--- config.mk ---
export PLATFORM = sky130hd
export DESIGN_NAME = dig_spi_arbiter
export DESIGN_NICKNAME = d
export VERILOG_FILES = /design/src/rtl/dig_spi_pkg.sv /design/src/rtl/dig_init_rom.sv /design/src/rtl/dig_spi_arbiter.sv
export SDC_FILE = /design/constraint.sdc
export NUM_CORES = 1
export LEC_CHECK = 0
export CORE_UTILIZATION = 62
export CTS_CLUSTER_DIAMETER = 60
export DETAILED_ROUTE_END_ITERATION = 16
export DONT_BUFFER_PORTS = 1
export PLACE_DENSITY = 0.78
export SLEW_MARGIN = 10
export SYNTH_ARGS = -nofsm -noshare
export SYNTH_HDL_FRONTEND = slang
export SYNTH_SLANG_ARGS = --single-unit
--- constraint.sdc ---
create_clock -name clk -period 2 [get_ports clk]
set_input_delay 0.4 -clock clk [delete_from_list [all_inputs] [get_ports clk]]
set_output_delay 0.4 -clock clk [all_outputs]
set_load 0.005 [all_outputs]
--- src/rtl/dig_spi_pkg.sv ---
// -----------------------------------------------------------------------------
// dig_spi_pkg
// Shared definitions for the ADC SPI arbiter: FSM state encoding, bus widths
// and the fixed power-up register words written to each ADC.
// Build option: DIG_SPI_ARB_INIT_EN compiles the power-up init sequencer in
// (adds the WAIT_INIT / INIT_XFER states).
// -----------------------------------------------------------------------------
package dig_spi_pkg;

  localparam int DIG_SPI_WR_W = 16;
  localparam int DIG_SPI_RD_W = 8;

  // Init ROM geometry: four distinct words, addressed with a 2-bit index.
  localparam int INIT_ROM_DEPTH = 4;
  localparam int INIT_IDX_W     = 2;

  // Element [0] is written first: soft reset, then three config words.
  localparam logic [INIT_ROM_DEPTH-1:0][DIG_SPI_WR_W-1:0] INIT_WORDS = {
    16'h4400, 16'h4300, 16'h4280, 16'h0001
  };

  typedef enum logic [2:0] {
`ifdef DIG_SPI_ARB_INIT_EN
    ST_WAIT_INIT  = 3'd0,
    ST_INIT_XFER  = 3'd2,
`endif
    ST_IDLE       = 3'd1,
    ST_HOST_XFER  = 3'd3,
    ST_GAP        = 3'd4
  } dig_spi_state_e;

endpackage

--- src/rtl/dig_init_rom.sv ---
// -----------------------------------------------------------------------------
// dig_init_rom
// Combinational lookup of the power-up register word for a given index.
// Ports:
//   idx  - word index within one ADC's init list
//   word - 16-bit register word to send
// -----------------------------------------------------------------------------
module dig_init_rom
  import dig_spi_pkg::*;
(
  input  logic [INIT_IDX_W-1:0]   idx,
  output logic [DIG_SPI_WR_W-1:0] word
);

  assign word = INIT_WORDS[idx];

endmodule

--- src/rtl/dig_spi_arbiter.sv ---
// -----------------------------------------------------------------------------
// dig_spi_arbiter
// Shares the single ADC SPI master between the register-interface host and
// the power-up init sequencer, forces an idle SEN-high gap after every
// transaction and aborts transactions the master never acknowledges.
//
// Build option: DIG_SPI_ARB_INIT_EN
//   defined   - after reset, wait P_INIT_DELAY cycles, then write
//               N_INIT_WORDS words to ADC 0 and then ADC 1 before serving
//               the host.
//   undefined - no init sequencer; host is served from the first cycle
//               after reset release.
//
// Ports:
//   clk, rst        - lclk domain clock, async active-high reset
//   host_req/sel/wr_data, host_ack/rd_data
//                   - host request level (held until host_ack), target ADC,
//                     write word; one-cycle ack pulse and captured read byte
//   spi_req/sel/wr_data, spi_ack/rd_data
//                   - request level to spi_master, ADC select, word; ack
//                     and read byte from spi_master
//   init_done       - init sequence complete (sticky until reset)
//   busy            - FSM is in any state other than IDLE
//   err, err_clr    - sticky timeout flag and its clear
//
// Handshake (spi side): spi_req is a level held high with spi_sel and
// spi_wr_data stable until the cycle spi_ack is sampled high (or the timeout
// expires); spi_req drops on the following edge. The host side mirrors this:
// host_req is a level, host_ack a single-cycle registered pulse.
// -----------------------------------------------------------------------------
module dig_spi_arbiter
  import dig_spi_pkg::*;
#(
  parameter int N_INIT_WORDS = 4,
  parameter int P_INIT_DELAY = 1024,
  parameter int P_GAP_CYCLES = 16,
  parameter int P_TIMEOUT    = 4096
) (
  input  logic                    clk,
  input  logic                    rst,
  input  logic                    host_req,
  input  logic                    host_sel,
  input  logic [DIG_SPI_WR_W-1:0] host_wr_data,
  output logic                    host_ack,
  output logic [DIG_SPI_RD_W-1:0] host_rd_data,
  output logic                    spi_req,
  output logic                    spi_sel,
  output logic [DIG_SPI_WR_W-1:0] spi_wr_data,
  input  logic                    spi_ack,
  input  logic [DIG_SPI_RD_W-1:0] spi_rd_data,
  output logic                    init_done,
  output logic                    busy,
  output logic                    err,
  input  logic                    err_clr
);

  localparam int TO_W  = $clog2(P_TIMEOUT + 1);
  localparam int GAP_W = $clog2(P_GAP_CYCLES + 1);

  // The counters below assume every parameter is at least 1.
  if (P_GAP_CYCLES < 1 || P_TIMEOUT < 1 || N_INIT_WORDS < 1 || P_INIT_DELAY < 1) begin : g_param_check
    $error("dig_spi_arbiter: all timing/count parameters must be >= 1");
  end

  dig_spi_state_e   state;
  logic [TO_W-1:0]  timer;
  logic [GAP_W-1:0] gap_cnt;
  logic             xfer_end;
  logic             xfer_to;

  // Ack takes priority over an expiring timer: a late-but-valid ack is
  // never reported as a timeout.
  assign xfer_to  = !spi_ack && (timer == TO_W'(P_TIMEOUT - 1));
  assign xfer_end = spi_ack || xfer_to;

`ifdef DIG_SPI_ARB_INIT_EN
  localparam int DLY_W = $clog2(P_INIT_DELAY + 1);
  localparam int IDX_W = $clog2(2 * N_INIT_WORDS + 1);
  localparam dig_spi_state_e RESET_STATE = ST_WAIT_INIT;

  logic [DLY_W-1:0]        dly_cnt;
  logic [IDX_W-1:0]        init_idx;   // 0..2N-1 over both ADCs, 2N = finished
  logic                    init_sel;
  logic [INIT_IDX_W-1:0]   rom_idx;
  logic [DIG_SPI_WR_W-1:0] init_word;

  // First N indices go to ADC 0, next N to ADC 1; the ROM index wraps if
  // N_INIT_WORDS exceeds the ROM depth.
  assign init_sel = (init_idx >= IDX_W'(N_INIT_WORDS));
  assign rom_idx  = INIT_IDX_W'(init_sel ? init_idx - IDX_W'(N_INIT_WORDS) : init_idx);

  dig_init_rom u_init_rom (
    .idx  (rom_idx),
    .word (init_word)
  );
`else
  localparam dig_spi_state_e RESET_STATE = ST_IDLE;
`endif

  always_ff @(posedge clk or posedge rst) begin
    if (rst) begin
      state        <= RESET_STATE;
      timer        <= '0;
      gap_cnt      <= '0;
      spi_req      <= 1'b0;
      spi_sel      <= 1'b0;
      spi_wr_data  <= '0;
      host_ack     <= 1'b0;
      host_rd_data <= '0;
      init_done    <= 1'b0;
      busy         <= 1'b0;
      err          <= 1'b0;
`ifdef DIG_SPI_ARB_INIT_EN
      dly_cnt      <= '0;
      init_idx     <= '0;
`endif
    end else begin
      host_ack <= 1'b0;
      // Clear first so a timeout later in this block overrides it.
      if (err_clr) err <= 1'b0;
`ifndef DIG_SPI_ARB_INIT_EN
      init_done <= 1'b1;
`endif

      case (state)
`ifdef DIG_SPI_ARB_INIT_EN
        ST_WAIT_INIT: begin
          busy <= 1'b1;
          if (dly_cnt == DLY_W'(P_INIT_DELAY - 1)) begin
            dly_cnt     <= '0;
            spi_req     <= 1'b1;
            spi_sel     <= init_sel;
            spi_wr_data <= init_word;
            timer       <= '0;
            state       <= ST_INIT_XFER;
          end else begin
            dly_cnt <= dly_cnt + 1'b1;
          end
        end

        ST_INIT_XFER: begin
          if (xfer_end) begin
            spi_req  <= 1'b0;
            gap_cnt  <= '0;
            init_idx <= init_idx + 1'b1;
            if (xfer_to) err <= 1'b1;
            state    <= ST_GAP;
          end else begin
            timer <= timer + 1'b1;
          end
        end
`endif

        ST_IDLE: begin
          if (host_req && init_done) begin
            spi_req     <= 1'b1;
            spi_sel     <= host_sel;
            spi_wr_data <= host_wr_data;
            timer       <= '0;
            busy        <= 1'b1;
            state       <= ST_HOST_XFER;
          end
        end

        ST_HOST_XFER: begin
          if (xfer_end) begin
            spi_req      <= 1'b0;
            gap_cnt      <= '0;
            host_ack     <= 1'b1;
            host_rd_data <= spi_ack ? spi_rd_data : '0;
            if (xfer_to) err <= 1'b1;
            state        <= ST_GAP;
          end else begin
            timer <= timer + 1'b1;
          end
        end

        ST_GAP: begin
          if (gap_cnt == GAP_W'(P_GAP_CYCLES - 1)) begin
            gap_cnt <= '0;
`ifdef DIG_SPI_ARB_INIT_EN
            if (!init_done) begin
              // Gap after an init word: launch the next one or finish.
              if (init_idx == IDX_W'(2 * N_INIT_WORDS)) begin
                init_done <= 1'b1;
                busy      <= 1'b0;
                state     <= ST_IDLE;
              end else begin
                spi_req     <= 1'b1;
                spi_sel     <= init_sel;
                spi_wr_data <= init_word;
                timer       <= '0;
                state       <= ST_INIT_XFER;
              end
            end else begin
              busy  <= 1'b0;
              state <= ST_IDLE;
            end
`else
            busy  <= 1'b0;
            state <= ST_IDLE;
`endif
          end else begin
            gap_cnt <= gap_cnt + 1'b1;
          end
        end

        default: begin
          spi_req <= 1'b0;
          busy    <= 1'b0;
          state   <= ST_IDLE;
        end
      endcase
    end
  end

endmodule

After elaboration in Yosys (flattened, before gate mapping)
Index checks and enable logic that the tools add are counted.
W data, S select, Z words.

storage, ports and cells
  flip-flop bits (word level) = 51
  input port bits = 30
  output and inout bits = 30
  word-level logic and storage cells = 59

operators by class
  add/subtract/negate cells = 2
  eq/ne operators = 9
  muxes and demuxes = 22
  bitwise logic cells = 2
  reduce and logical (&&, ||, !) cells = 13

operators with widths
  cell                     number
  $mux W13                 2
  $pmux W13 S2             1
  $add A13 B1 Y13 const B  1
  $eq A13 B12 Y1 const B   1
  $reduce_and A3 Y1        4
  $mux W5                  2
  $pmux W5 S2              1
  $mux W1                  9
  $mux W3                  3
  $pmux W3 S3              1
  $mux W8                  1
  $ne A2 B2 Y1 const B     4
  $pmux W1 S3              2
  $reduce_and A2 Y1        3
  $add A5 B1 Y5 const B    1
  $eq A5 B4 Y1 const B     1
  $reduce_bool A2 Y1       2
  $eq A3 B1 Y1 const B     1
  $eq A3 B2 Y1 const B     1
  $eq A3 B3 Y1 const B     1
  $logic_and A1 B1 Y1      2
  $not A1 Y1               2
  $logic_not A1 Y1         1
  $logic_or A1 B1 Y1       1

Longest topological paths before layout
Gate-level depths: netlist of run 1.

  word-level depth = 5
  gate-level depth with buffers = 6
  depth with buffers taken out = 5

Least setup slack after synthesis of run 1
Ideal clock, no wire load.

  path kind = register to register
  from = register timer[0]
  to = register timer[3]
  library setup time = 82 ps
  arrival time = 1,562 ps
  data required time = 1,918 ps
  path slack = 356 ps
  stages on the path, launching flop included = 6
  buffers on the path = 0
  period minus slack after synthesis = 1,644 ps
  cell sequence = dfrtp_1 -> ha_1 -> and3_1 -> a41oi_1 -> a41oi_1 -> a31oi_1

between the ends
  longest elaborated chain between the ends = 5
  elaborated cells on any way between the ends = 8
  classes of those cells = add/sub: 1; eq/ne: 2; mux: 2; reduce/logical: 3

RTL lines
  item                                                     line                    RTL
  start, declared                                          dig_spi_arbiter.sv:66   logic [TO_W-1:0] timer;
  start signal, assigned                                   dig_spi_arbiter.sv:174  timer <= timer + 1'b1;
  branches (longest 5 deep; another with $add A13 B1 Y13)  --

Parallel ways; which one is timed is not known. The select of a mux whose other input is x is not followed.
A chain may end at the register's enable or synchronous reset.

Worst setup path in the final report of run 1
Ends and elaborated chain as after synthesis.

==> run_results.csv, run 1 <==
group,metric,value,unit
outcome,status,"finished clean",
final_layout,multi_input_area,1010,sq um
clocking,cts_buffer_depth,2,
clocking,clkSinkCount,51,
clocking,cts_tree,"built",
drt,wl_per_cell,16.9,microns
drt,final_antenna_net_count,0,
worst_setup_path,path_depth,6,
logic_synthesis,synth_seq_cells,51,
logic_synthesis,yosys_warnings,0,
drt,routed_wl,4.84,mm
worst_setup_path,cpPeakStageDelay,0.45,ns
worst_setup_path,worstRegToRegCells,6,
sta,hold_viol_final,0,
power_and_ir_drop,p_seq_share,53.2,%
drt,viasPerCell,6.16,
logic_synthesis,synth.distinct_cells,54,
placement,dp_hpwl,3.58,mm
final_layout,final_common_cell,"nand2_1",
worst_hold_path,hold_depth,2,
grt,grt_max_degree,23,
logic_synthesis,yosysTopAreaCell,"dfrtp_1",
final_layout,num_antenna_cells,0,
grt,grt_pass1_vias,1839,
grt,grt_overflow_total,0,
floorplan,die_h,63.9,microns
job,drv_cap,0,
floorplan,row_count,22,
worst_setup_path,start_kind,"flop",
sta,clock.fmax,541,MHz
sta,finClkSkew,0.0132,ns
worst_setup_path,cpMostUsedCell,"a41oi_1",
drt,first_iter_violations,117,
worst_setup_path,crit_path_max_fanout,6,
worst_setup_path,critical_path_class,"flop to flop",
final_layout,finalCoreUtilization,69.7,%
final_layout,seq_area,1280,sq um
logic_synthesis,synth_area_leaders,"dfrtp_1 (53%), nand2_1 (11%), a22o_1 (3.3%), nand3_1 (2.5%), nand4_4 (1.8%)",
clocking,cts.clk_slew.worst_paths,0.09,ns
drt,drc_errors,0,
logic_synthesis,syn_nets,264,
power_and_ir_drop,cellLeakagePower,1.21,nW
worst_setup_path,crit_family,"compound AO/OA/AOI/OAI gates",
worst_setup_path,crit_arrival,2.08,ns
final_layout,area_delta_synth_final,7.43,%
clocking,cts_made_buffers,5,
logic_synthesis,yosysTopAreaCellShare,52.7,%
power_and_ir_drop,comb_power_share,23.6,%
final_layout,final_cell_mix,"nand2_1 (68), dfrtp_1 (50), nand3_1 (11)",
worst_setup_path,slowest_stage,"dfrtp_1",
drt,vias,1768,
floorplan,start_util,64.9,%
worst_setup_path,crit_buf_inv,1,
final_layout,nNetsFinal,270,
logic_synthesis,yosysSeqAreaShare,53.8,%
clocking,cts_root_buffer,"clkbuf_8",
final_layout,final_layout_size_suffix_gt1_share,13.4,%
placement,place.gp.congestion,0.840,
worst_setup_path,crit_required,2.23,ns
logic_synthesis,synth_area,2370,sq um
power_and_ir_drop,internal-power,0.00210,W
floorplan,die_area,4080,sq um
sta,tns,0,ns
clocking,post_cts_buffers,0,
worst_setup_path,cp-end-kind,"flop",
floorplan,die_w,63.9,microns
grt,grt_pass1_wl,8.06,mm
worst_setup_path,crit_path_cell_trace,"ha_1, and3_1, a41oi_1, buf_4, a41oi_1, a31oi_1",
power_and_ir_drop,cellPowerDensity,1240,nW/um^2
sta,period_minus_slack,1.85,ns
drt,drt-pass1-iter-count,4,
sta,rsz0062_at_grt,"no",
placement,portBuffers,0,
sta,max_slew_margin,64.9,%
power_and_ir_drop,p_sw,0.00107,W
grt,grt_usage,26.1,%
final_layout,fillers,273,
sta,setup_viol,0,
floorplan,io_pins,60,
logic_synthesis,syn_inst,232,
power_and_ir_drop,clkPwrFrac,23.2,%
worst_hold_path,hold_path.class,"input port to flop",
grt,antenna_found_initial,0,
power_and_ir_drop,swShare,33.8,%
logic_synthesis,syn_area_per_cell,10.2,sq um
clocking,cts.htree.levels,2,
clocking,clock_latency,0.31,ns
sta,drv_slew,0,
power_and_ir_drop,peakVddDrop,0.933,mV
sta,post-route-period-util,92.5,%
floorplan,core,3660,sq um
sta,worst_pin_slew,0.527,ns
[cells by family (layout without fill, tap and decap cells)]
| logic type | Yosys count | after routing | share of synthesized area, % |
|---|---|---|---|
| flops | 51 | 51 | 53.8 |
| mux | 2 | 2 | 0.843 |
| fa+ha+maj | 2 | 2 | 1.05 |
| compound gates | 44 | 44 | 14.3 |
| other cells | 1 | 1 | 0.158 |
| buf+inv | 15 | 22 | 3.69 |
| simple gates | 117 | 117 | 26.2 |
[power by group through the flow]
stage               registers, W  logic (W)  clock network [W]
floorplan                0.00162   0.000635                  0
global placement         0.00169   0.000702                  0
detailed placement       0.00170   0.000754                  0
global route             0.00173   0.000854           0.000782
finish                   0.00169   0.000748           0.000735
CTS                      0.00169   0.000753           0.000751
[area by class of cell]
class	count	area share (%)
clock buffers	6	3.24
repair buffers	7	2.16
well taps	48	2.35
multi-input cells	166	39.8
clock inverters	2	1.37
flip-flops and latches	51	50.1
inverters	7	1.03
[synth_stat cells (all sizes together)]
cell type and count:
nand2b 1, a41oi 2, mux2i 2, a31o 1, nand2 69, a21oi 8
o211a 1, a2bb2oi 1, nor3b 2, nor3 6, nand4 3, buf 8
and4 4, o21ai 6, a22oi 1, and4bb 1, o311ai 1, a31oi 4
a21o 1, dfrtp 50, a21boi 1, a22o 9, nand3 12, a311o 1
o22ai 1, inv 7, nor4b 2, a211o 1, o211ai 1, ha 2
and3 2, and2 1, conb 1, o41ai 1, nor4 2, nand4bb 1
dfstp 1, o21a 1, or3 1, a32o 1, nor2 9, o31ai 1
nand3b 1
[sequential cells by signal (all words and copies together), names as in the netlist]
signal and flops:
host_ack 1, busy 1, gap_cnt 5, err 1, spi_sel 1, state 3
host_rd_data 8, init_done 1, spi_req 1, spi_wr_data 16, timer 13
[path summary, 6_finish.rpt]
path	slack, ns	to	startpoint
worst max-delay path	0.15	timer[3]	timer[0]
min in group asynchronous	0.49	state[1]	rst
worst min-delay path	0.20	spi_wr_data[12]	host_wr_data[12]
max in group asynchronous	0.95	host_rd_data[4]	rst
worst max register to register	0.15	timer[3]	timer[0]
worst min register to register	0.51	spi_sel	spi_sel
[through the flow]
step	hold WS [ns]	worst slack (ns)	total power [W]	cells	instance area [sq um]
finish	0.197	0.150	0.00317	287	2550
global route	0.193	0.0322	0.00336	287	2550
CTS	0.195	0.127	0.00319	287	2550
detailed placement	0.261	0.140	0.00245	278	2420
global placement	0.256	0.270	0.00239	278	2420
floorplan	0.467	0.356	0.00225	232	2370
[routing by layer]
layer  GRT usage, %  part of all wire, %  vias to the layer above
met3           7.68                  5.8                       17
met4           13.4                  2.7                        0
li1               -                    -                      828
met2           43.0                   50                       72
met1           31.0                   41                      851
met5              0                    0                        -
[worst register-to-register path: stages, from the launching register on]
cell and delay, ns:
dfrtp_1 0.45, ha_1 0.28, and3_1 0.24, a41oi_1 0.29
buf_4 0.20, a41oi_1 0.14, a31oi_1 0.17
[what timing repair did]
action                                  4_1_cts  5_1_grt
hold buffers                                  1        0
gates resized for setup                       0        1
endpoints found under the hold margin        13        0
endpoints found under the setup margin        0        1
(Power assumes the default switching activity.)
==> run 2, diff against run 1 <==
SKIP_LAST_GASP = 1   (was default)
SLEW_MARGIN = default   (was 10)
==> results of run 2 <==
The final DEF is identical to that of run 1; final timing and power are the same.
